--- src/rtl/serial_pkg.sv ---
`default_nettype none
// ============================================================================
//  Module      : serial_pkg
//  Description : Shared state encoding and line levels for the serial link.
//  Revision    : 1.0 - initial release
// ============================================================================
package serial_pkg;

    typedef logic [1:0] state_t;

    localparam state_t S_IDLE  = 2'd0;
    localparam state_t S_START = 2'd1;
    localparam state_t S_DATA  = 2'd2;
    localparam state_t S_STOP  = 2'd3;

    localparam logic LINE_IDLE  = 1'b1;
    localparam logic LINE_START = 1'b0;

    // Counter width able to hold 0..n-1, never narrower than one bit.
    function automatic int cnt_w(input int n);
        return (n > 1) ? $clog2(n) : 1;
    endfunction

endpackage
`default_nettype wire

--- src/rtl/bit_timer.sv ---
`default_nettype none
// ============================================================================
//  Module      : bit_timer
//  Description : Counts CLKS_PER_BIT clocks and pulses tick on the last one.
//  Revision    : 1.0 - initial release
// ============================================================================
module bit_timer #(
    parameter int CLKS_PER_BIT = 4
) (
    input  logic clk,
    input  logic rst,
    input  logic clear,
    output logic tick
);

    localparam int                c_CW   = $clog2(CLKS_PER_BIT + 1);
    localparam logic [c_CW-1:0]   c_LAST = c_CW'(CLKS_PER_BIT - 1);

    logic [c_CW-1:0] r_cnt;

    assign tick = (r_cnt == c_LAST);

    always_ff @(posedge clk or negedge rst) begin
        if (!rst) begin
            r_cnt <= '0;
        end else if (clear || tick) begin
            r_cnt <= '0;
        end else begin
            r_cnt <= r_cnt + 1'b1;
        end
    end

endmodule
`default_nettype wire

--- src/rtl/serial_tx.sv ---
`default_nettype none
// ============================================================================
//  Module      : serial_tx
//  Description : Framed serial transmitter (start, DATA_W bits LSB first, stop).
//  Revision    : 1.0 - initial release
// ============================================================================
module serial_tx
    import serial_pkg::*;
#(
    parameter int DATA_W       = 8,
    parameter int CLKS_PER_BIT = 4
) (
    input  logic              clk,
    input  logic              rst,
    input  logic [DATA_W-1:0] tx_data,
    input  logic              tx_valid,
    output logic              tx_ready,
    output logic              tx_out,
    output logic              busy,
    output logic              done
);

    localparam int              c_BW       = cnt_w(DATA_W);
    localparam logic [c_BW-1:0] c_LAST_BIT = c_BW'(DATA_W - 1);

    state_t            r_state;
    logic [DATA_W-1:0] r_shift;
    logic [DATA_W-1:0] w_shift_next;
    logic [c_BW-1:0]   r_bit_cnt;
    logic              w_tick;
    logic              w_timer_clear;

    // Holding the timer cleared in IDLE makes the first START cycle count 0.
    assign w_timer_clear = (r_state == S_IDLE);
    assign w_shift_next  = r_shift >> 1;

    bit_timer #(
        .CLKS_PER_BIT (CLKS_PER_BIT)
    ) u_bit_timer (
        .clk   (clk),
        .rst   (rst),
        .clear (w_timer_clear),
        .tick  (w_tick)
    );

    always_ff @(posedge clk or negedge rst) begin
        if (!rst) begin
            r_state   <= S_IDLE;
            r_shift   <= '0;
            r_bit_cnt <= '0;
            tx_out    <= LINE_IDLE;
            tx_ready  <= 1'b1;
            busy      <= 1'b0;
            done      <= 1'b0;
        end else begin
            done <= 1'b0;
            case (r_state)
                S_IDLE: begin
                    if (tx_valid && tx_ready) begin
                        r_shift   <= tx_data;
                        r_bit_cnt <= '0;
                        r_state   <= S_START;
                        tx_out    <= LINE_START;
                        tx_ready  <= 1'b0;
                        busy      <= 1'b1;
                    end
                end
                S_START: begin
                    if (w_tick) begin
                        r_state <= S_DATA;
                        tx_out  <= r_shift[0];
                    end
                end
                S_DATA: begin
                    if (w_tick) begin
                        if (r_bit_cnt == c_LAST_BIT) begin
                            r_state <= S_STOP;
                            tx_out  <= LINE_IDLE;
                        end else begin
                            r_shift   <= w_shift_next;
                            r_bit_cnt <= r_bit_cnt + 1'b1;
                            tx_out    <= w_shift_next[0];
                        end
                    end
                end
                S_STOP: begin
                    if (w_tick) begin
                        r_state  <= S_IDLE;
                        tx_ready <= 1'b1;
                        busy     <= 1'b0;
                        done     <= 1'b1;
                    end
                end
                default: r_state <= S_IDLE;
            endcase
        end
    end

endmodule
`default_nettype wire

--- config.mk ---
export PLATFORM = sky130hd
export DESIGN_NAME = serial_tx
export DESIGN_NICKNAME = d
export VERILOG_FILES = /design/src/rtl/serial_pkg.sv /design/src/rtl/bit_timer.sv /design/src/rtl/serial_tx.sv
export SDC_FILE = /design/constraint.sdc
export NUM_CORES = 1
export LEC_CHECK = 0
export ABC_AREA = 1
export BUFFER_PORTS_ARGS = -buffer_cell sky130_fd_sc_hd__buf_2
export CORE_AREA = 4 4 44 66
export DETAILED_ROUTE_END_ITERATION = 12
export DIE_AREA = 0 0 48 70
export GPL_ROUTABILITY_DRIVEN = 1
export GPL_TIMING_DRIVEN = 0
export PLACE_DENSITY = 0.69
export SYNTH_ARGS = -nofsm -noshare
export SYNTH_HDL_FRONTEND = slang
export SYNTH_SLANG_ARGS = --single-unit
--- constraint.sdc ---
create_clock -name clk -period 1.4 [get_ports clk]
set_input_delay 0 -clock clk [delete_from_list [all_inputs] [get_ports clk]]
set_output_delay 0 -clock clk [all_outputs]
set_load 0.05 [all_outputs]
-- Yosys cells after proc, flatten, opt, wreduce, memory -nomap -nowiden
Index checks and enable logic that the tools add are counted.
- flip-flop bits (word level): 20
- logic and storage cells: 58
- input bits: 11
- output and inout bits: 4
- add/subtract/negate cells: 2
- reductions and logical operators: 10
- equal/unequal tests: 11
- multiplexer cells: 27
- operators with widths (cell ; count):
    two-way mux 8 bit ; 3
    case mux 8 bit (2 select lines) ; 1
    two-way mux 3 bit ; 4
    two-way mux 2 bit ; 5
    two-way mux 1 bit ; 9
    case mux 2 bit (4 select lines) ; 1
    AND reduction 4 bit ; 2
    adder 3 x 1 -> 3 bit, second input constant ; 2
    inequality test 2 x 1 -> 1 bit, second input constant ; 3
    inequality test 2 bit, second input constant ; 3
    case mux 3 bit (2 select lines) ; 1
    AND reduction 5 bit ; 1
    equality test 2 bit, second input constant ; 2
    case mux 1 bit (2 select lines) ; 2
    nonzero test 2 bit ; 2
    equality test 3 x 2 -> 1 bit, second input constant ; 1
    equality test 3 bit, second input constant ; 1
    case mux 1 bit (3 select lines) ; 1
    AND reduction 3 bit ; 1
    nonzero test 3 bit ; 1
    equality test 2 x 1 -> 1 bit, second input constant ; 1
    zero test 2 bit ; 1
    logical AND 1 bit ; 1
    logical OR 1 bit ; 1

-- Depth between registers and ports, before layout
Gate-level depths: netlist of run 1.
- word-level depth: 4
- mapped depth: 10

-- Modules after synthesis
Synthesis of run 1 repeated with hierarchy kept, for this count alone.
- cell total of the unflattened synthesis: 149
- area total of the unflattened synthesis: 1177.4 sq um
- by module, submodules not included (module ; area each (sq um) ; instances ; cells an instance):
    serial_tx ; 1044.8 ; 1 ; 136
    bit_timer ; 132.6 ; 1 ; 13

-- Least setup slack after synthesis of run 1
No wires, ideal clock.
- path kind: reg2reg
- from: register tx_ready
- to: register r_bit_cnt[0]
- required time: 1.284 ns
- library setup time: 0.116 ns
- period minus slack after synthesis: 1.465 ns
- stages on the path, launching flop included: 9
- arrival: 1.348 ns
- path slack: -0.065 ns
- cell sequence: dfstp_2 -> nand2_1 -> nand2_1 -> nand2_1 -> nor2_4 -> inv_2 -> buf_6 -> nand2_1 -> nand2_1
- word-level cells in the longest chain between the ends: 3
- RTL lines (what ; line ; text):
    start, declared ; serial_tx.sv:17 ; output logic tx_ready,
    start signal, assigned ; serial_tx.sv:52 ; tx_ready <= 1'b1;
    start signal, assigned ; serial_tx.sv:64 ; tx_ready <= 1'b0;
    start signal, assigned ; serial_tx.sv:89 ; tx_ready <= 1'b1;
    logical AND 1 bit ; serial_tx.sv:59 ; if (tx_valid && tx_ready) begin
    inequality test 2 bit (no line) ; -- ;
    AND reduction 4 bit (no line) ; -- ;
    end signal, assigned ; serial_tx.sv:81 ; r_bit_cnt <= r_bit_cnt + 1'b1;
    end, declared ; serial_tx.sv:29 ; logic [c_BW-1:0] r_bit_cnt;
No other way between the ends.
A chain may end at the register's enable or synchronous reset.

-- Worst setup path in the final report of run 1
- from: register r_state[0]
- to: register r_shift[3]
- word-level cells in the longest chain between the ends: 3
- elaborated cells on any way between the ends: 8
- those cells by class: eq/ne: 4; mux: 1; reduce/logical: 3
- RTL lines (what ; line ; text):
    start, declared ; serial_tx.sv:26 ; state_t r_state;
    start signal, assigned ; serial_tx.sv:48 ; r_state <= S_IDLE;
    start signal, assigned ; serial_tx.sv:62 ; r_state <= S_START;
    start signal, assigned ; serial_tx.sv:70 ; r_state <= S_DATA;
    equality test 2 bit / zero test 2 bit (equally long branches) ; serial_tx.sv:57 ; case (r_state)
    inequality test 2 bit (no line), or another cell as far along ; -- ;
    AND reduction 4 bit (no line) ; -- ;
    end signal, assigned ; serial_tx.sv:60 ; r_shift <= tx_data;
    end signal, assigned ; serial_tx.sv:80 ; r_shift <= w_shift_next;
    end, declared ; serial_tx.sv:27 ; logic [DATA_W-1:0] r_shift;
Parallel ways exist; a longest one is shown, timed or not.

==> results of run 1 <==
==> layout make-up <==
| type | count | area (µm²) |
|---|---|---|
| plain buffers | 2 | 22.5 |
| clock buffers | 4 | 36.3 |
| fillers | 192 | 752 |
| inverters | 15 | 68.8 |
| multi-input cells | 108 | 672 |
| flip-flops and latches | 20 | 504 |
| well taps | 24 | 30.0 |
| repair buffers | 38 | 282 |
==> sequential cells by signal, indices dropped and copies added (netlist names) <==
signal / count
r_shift: 8
r_bit_cnt: 3
u_bit_timer.r_cnt: 3
r_state: 2
busy: 1
done: 1
tx_out: 1
tx_ready: 1
==> repair_timing <==
| action | 4_1_cts | 5_1_grt |
|---|---|---|
| hold endpoints to repair | 27 | 0 |
| setup buffers | 9 | 6 |
| pin swaps | 8 | 14 |
| setup endpoints to repair | 13 | 16 |
| gates resized for setup | 23 | 33 |
| hold buffers | 8 | 0 |
| cloned | 1 | 0 |
==> critical path, cell delays in order, from the launching register on <==
cell,delay [ns]
dfrtp_1,0.41
inv_2,0.09
ha_4,0.19
buf_6,0.14
nand2_4,0.06
nand2_2,0.07
nor2_4,0.17
buf_6,0.16
nand2_2,0.05
nand2_2,0.05
==> Yosys cell counts <==
| master | count | area [µm²] |
|---|---|---|
| buf_2 | 1 | 5.00 |
| nand2_2 | 1 | 6.26 |
| ha_1 | 9 | 113 |
| inv_2 | 4 | 15.0 |
| nand2_1 | 80 | 300 |
| buf_6 | 1 | 11.3 |
| inv_1 | 11 | 41.3 |
| nor2_4 | 1 | 11.3 |
| dfstp_2 | 2 | 52.6 |
| buf_4 | 1 | 7.51 |
| dfrtp_1 | 18 | 450 |
| o21ai_0 | 1 | 5.00 |
| nor2_1 | 7 | 26.3 |
| o21ai_1 | 5 | 25.0 |
| nand3_1 | 4 | 20.0 |
==> metal layers <==
metal  vias to the layer above  global-route usage, %
li1                        525                      -
met1                       493                   20.4
met2                        33                   31.1
met3                        13                   2.58
met4                         0                   8.68
met5                         -                      0
==> cells by family (layout without fill, tap and decap cells) <==
group | Yosys count | in the layout | synth area share, %
AOI/OAI and AO/OA | 6 | 6 | 2.75
adders and majority gates | 9 | 9 | 10.3
buffers and inverters | 18 | 59 | 7.35
DFF | 20 | 20 | 46.2
and+or+nand+nor | 93 | 93 | 33.4
==> stage by stage <==
step / setup slack, ns / total power (µW) / hold WS, ns / utilization (%)
2_1_floorplan: -0.0248 / 598 / -0.296 / -
3_3_place_gp: -0.136 / 623 / -0.0265 / 50.5
3_5_place_dp: -0.208 / 623 / -0.0310 / 50.5
4_1_cts: 0.00158 / 982 / 0.00523 / 61.5
5_1_grt: -0.131 / 1030 / 0.0234 / 68.2
6_report: -0.0623 / 981 / 0.00614 / 68.2
==> power groups by stage <==
stage                     clock [µW]  combinational, µW  sequential [µW]
after floorplan                    0               9.08              589
after global placement             0               34.3              589
after detailed placement           0               34.3              589
after CTS                        353               51.1              578
after global routing             388               60.1              578
final                            351               52.2              578
==> how the worst max path moves through the flow <==
| stage | start | end | slack [ns] | cells after the start |
|---|---|---|---|---|
| 3_3_place_gp | r_state[0] | r_shift[0] | -0.14 | 10 |
| 6_report | r_state[0] | r_shift[3] | -0.06 | 9 |
| 3_5_place_dp | r_state[0] | r_shift[0] | -0.21 | 10 |
| 2_1_floorplan | tx_ready | r_bit_cnt[0] | -0.02 | 8 |
| 5_1_grt | r_state[0] | r_bit_cnt[0] | -0.13 | 9 |
| 4_1_cts | r_state[0] | r_shift[0] | 0.002 | 9 |
==> out/results.ini, run 1 <==
[cells_and_area]
final_cells=211
drive_gt1_share_pct=41.7
mostFrequentLayoutCell=nand2_1
layout.nets=208
area_growth_syn_to_layout_pct=48.2
design_area_um2=1620
antennaDiodeCount=0
final_cell_mix=nand2_1, dfrtp_1, buf_2

[run_status]
run_status=complete, but fails checks
violations=negative setup slack

[power_and_ir_drop]
p_int_uw=765
seq_power_share_pct=58.9
p_sw_uw=216
irDropWorstVdd_uv=528
combPwrFrac_pct=5.3
p_leak_uw=0.000875
swShare_pct=22.0
p_clk_share_pct=35.8
power_density_nw_per_um2=607

[clock_network]
clk_pin_slew_worst_paths_ns=0.13
clk_latency_ns=0.31
cts_root_buf=clkbuf_4
numCtsBuffers=3
cts_max_level=1
cts_tree=yes
cts.path.max_buffers=2
clock-sinks=20

[global_route]
grt_overflow=0
grt_pass1_vias=1067
grt_use_total_pct=18.2
antenna_found_initial=0
grt_max_degree=21
grt_pass1_wl_um=4500

[route]
drt-initial-drc-count=37
vias=1064
met3_length_um=104
drt-met1-wl_um=985
wl_um=2790
drt_pass1_iterations=4
routed-wl-met2_um=1590
top_layer=met4
drtAntennaViolNets=0
drc=0
wl_per_cell_um=13.2
via_per_inst=5.04

[die]
die_x_um=48
start_util_pct=46.0
die_area_um2=3360
ios=15
die_h_um=70
num_rows=22
coreArea_um2=2370

[setup_path]
worst_setup_path_start_kind=flop
end_kind=flop
r2r_setup_slack_ns=-0.06
worstSetupPathType=reg -> reg
path_max_fanout=5
cp.required_ns=1.65
rr_worst_depth=9
worst_r2r_endpoint=r_shift[3]
cp.arrival_ns=1.72
r2r_start=r_state[0]

[timing]
finalHoldViolations=0
min_period_over_period_pct=104
layout_setup_ws_ns=-0.0623
slew_headroom_pct=70.2
rsz0062_at_grt=true
fin_tns_setup_ns=-0.603
period_needed_ns=1.46
setup_violations=13
drv_slew=0
finClkSkew_ns=0.0116
fmax_mhz=684
tightest_slew_ns=0.448

[synthesis]
avgSynthCellArea_um2=7.46
synth_cell_types=15
yosys_warnings=0
syn_nets=166
syn_area_um2=1090
ys_seq_area_share_pct=46.2
synth_seq_cells=20
netlist_instances=146

[placement]
place_area_um2=1190
io_buffers=14
gp_congestion=0.806
hpwl_um=1560
placedCellCount=184

[hold_path]
hold_class=in -> reg
min_to=r_shift[0]
whs_path_depth=5
min_from=tx_data[0]

[flow_run]
cap_violations=0

(Power assumes the default switching activity.)
==> inputs of run 2 (changes only) <==
Settings changed: CORE_AREA 4 4 44 66 to 4 4 46 68, DIE_AREA 0 0 48 70 to 0 0 50 72, PLACE_DENSITY 0.69 to default, SETUP_SLACK_MARGIN from default to 0.3.
Clock period 1.4 ns to 1.74 ns, I/O delays scaled along.
==> run 2 against run 1 <==
Net effect:
- the run now ends clean
- critical path depth up 1
- maximum frequency up 1.6%
- clock power up 3%
- global-route usage down 4.2 points
- cell count up 1.4%
- register-to-register slack better by 0.36 ns
- combinational power down 44%
- non-clock buffer count down 10
- via count down 8.1%
- utilization down 9.9 points
- cell area down 5.5%
==> out/results.ini, run 2 (synthesis results as in run 1) <==
[setup_path]
worstSetupEndpoint=r_shift[1]
end_kind=flop
worstSetupPathType=reg -> reg
startpoint=r_state[0]
r2r_start=r_state[0]
path_max_fanout=5  ; unchanged
cp.arrival_ns=1.60  ; -0.12 ns
worst_setup_path_start_kind=flop
r2r_setup_slack_ns=0.30  ; +0.36 ns
rr_worst_depth=10  ; +1
cp.required_ns=1.90  ; +0.25 ns
worst_r2r_endpoint=r_shift[1]

[clock_network]
numCtsBuffers=3  ; unchanged
clock-sinks=20  ; unchanged
cts.path.max_buffers=2  ; unchanged
cts_root_buf=clkbuf_8
clk_pin_slew_worst_paths_ns=0.08  ; -0.05 ns
cts_tree=yes
cts_max_level=1  ; unchanged
clk_latency_ns=0.26  ; -0.05 ns

[placement]
placedCellCount=197  ; +7.1%
io_buffers=14  ; unchanged
hpwl_um=1560  ; about the same
gp_congestion=0.783  ; -2.9%

[timing]
slew_headroom_pct=69.0  ; -1.2 points
setup_violations=0  ; -13
finalHoldViolations=0  ; unchanged
fmax_mhz=695  ; +1.6%
fin_tns_setup_ns=0  ; +0.603 ns
tightest_slew_ns=0.465  ; +0.0178 ns
period_needed_ns=1.44  ; -0.0233 ns
finClkSkew_ns=0.00279  ; -0.00881 ns
drv_slew=0  ; unchanged
rsz0062_at_grt=true
min_period_over_period_pct=82.7  ; -22 points

[route]
drc=0  ; unchanged
drt_pass1_iterations=4  ; unchanged
drt-initial-drc-count=7  ; -81%
wl_um=2440  ; -13%
wl_per_cell_um=11.4  ; -14%
via_per_inst=4.57  ; -9.4%
drtAntennaViolNets=0  ; unchanged
vias=978  ; -8.1%

[cells_and_area]
area_growth_syn_to_layout_pct=40.1
layout.nets=198  ; -4.8%
final_cell_mix=nand2_1, dfrtp_1, nand2_2, buf_2, buf_4
antennaDiodeCount=0  ; unchanged
largest_reg_flops=8  ; unchanged
final_cells=214  ; +1.4%
mostFrequentLayoutCell=nand2_1
drive_gt1_share_pct=40.1  ; -1.6 points
multi_input_area_um2=652  ; -3.0%
nFillCells=244  ; +27%
seqCellArea_um2=504  ; unchanged
regMostFlops=r_shift
reg_top3=r_shift x8, r_bit_cnt x3, u_bit_timer.r_cnt x3

[power_and_ir_drop]
p_clk_share_pct=42.3  ; +6.5 points
p_sw_uw=177  ; -18%
power.total_uw=856  ; -13%
combPwrFrac_pct=3.4  ; -1.9 points
irDropWorstVdd_uv=423  ; -20%
swShare_pct=20.7  ; -1.3 points
p_int_uw=679  ; -11%
p_leak_uw=0.000833  ; -4.7%
seq_power_share_pct=54.3  ; -4.6 points
power_density_nw_per_um2=561  ; -7.7%

[hold_path]
hold_class=in -> reg
whs_path_depth=5  ; unchanged

[global_route]
grt_pass1_wl_um=3840  ; -15%
grt_use_total_pct=13.9  ; -4.2 points
grt_pass1_vias=908  ; -15%
grt_max_degree=21  ; unchanged
grt_overflow=0  ; unchanged
antenna_found_initial=0  ; unchanged

[flow_run]
cap_violations=0  ; unchanged

[die]
start_util_pct=41.6  ; -4.4 points
die_x_um=50  ; +4.2%
coreArea_um2=2620  ; +11%
num_rows=23  ; +4.5%
die_h_um=72  ; +2.9%
ios=15  ; unchanged
die_area_um2=3600  ; +7.1%

[run_status]
run_status=complete, no violations

## run 2: cell types whose count changed in the layout (fill, tap and decap cells not counted), moves of 2 or more
cell	before	now
nand2_2	12	15
o21ai_1	3	6
nand2_1	63	61
buf_4	13	10
clkbuf_8	1	4
ha_1	0	3
o21ai_2	2	0
inv_4	2	0
ha_2	4	1
dlygate4sd3_1	8	1
clkbuf_4	3	0
## run 2: stage by stage
step	cell area (µm²)	setup slack (ns)	hold slack, ns	utilization (%)
floorplan	1090	0.302	-0.296	-
global placement	1210	0.199	-0.0230	46.2
detailed placement	1210	0.113	-0.0165	46.2
CTS	1340	0.303	0.0300	51.2
global route	1530	0.237	0.0524	58.3
finish	1530	0.301	0.0330	58.3
## run 2: power by group through the flow
stage | Combinational, µW | Clock [µW] | Sequential [µW]
4_1_cts | 30.2 | 370 | 464
2_1_floorplan | 7.28 | 0 | 474
5_1_grt | 35.2 | 393 | 465
6_report | 29.2 | 362 | 465
3_3_place_gp | 27.7 | 0 | 474
3_5_place_dp | 28.5 | 0 | 474
## run 2: layer usage
| layer | vias to the layer above | track usage (%) | wire, µm |
|---|---|---|---|
| li1 | 502 | - | - |
| met1 | 445 | 14.7 | 923 |
| met3 | 7 | 2.26 | 93 |
| met4 | 0 | 9.54 | 71 |
| met5 | - | 0 | 0 |
| met2 | 24 | 24.7 | 1350 |
## run 2: timing repair
action	in CTS	in global routing
pin swaps	3	14
resized for setup	10	37
endpoints found under the hold margin	18	0
endpoints found under the setup margin	13	13
cloned	0	1
hold buffers	1	0
buffers inserted	5	6
## run 2: how the worst min path moves through the flow
stage / from / endpoint / slack, ns
floorplan: rst / busy / -0.30
global placement: rst / r_bit_cnt[0] / -0.02
detailed placement: rst / r_bit_cnt[0] / -0.02
CTS: tx_data[7] / r_shift[7] / 0.03
global route: tx_data[0] / r_shift[0] / 0.05
finish: tx_data[7] / r_shift[7] / 0.03
## run 2: cell type report
| type | instances | area share (%) |
|---|---|---|
| Multi-Input combinational cell | 108 | 42.7 |
| Buffer | 3 | 1.80 |
| Sequential cell | 20 | 33.0 |
| Timing Repair Buffer | 27 | 11.6 |
| Tap cell | 37 | 3.03 |
| Clock buffer | 4 | 3.61 |
| Inverter | 15 | 4.18 |
## run 2: critical path, stage by stage (launching register included)
cell and delay (ns):
dfrtp_1 0.39, inv_2 0.12, ha_4 0.20, inv_8 0.04, nand2_4 0.07, nand2_4 0.05, nor2_4 0.15, inv_2 0.07
buf_6 0.14, nand2_4 0.05, nand2_2 0.05
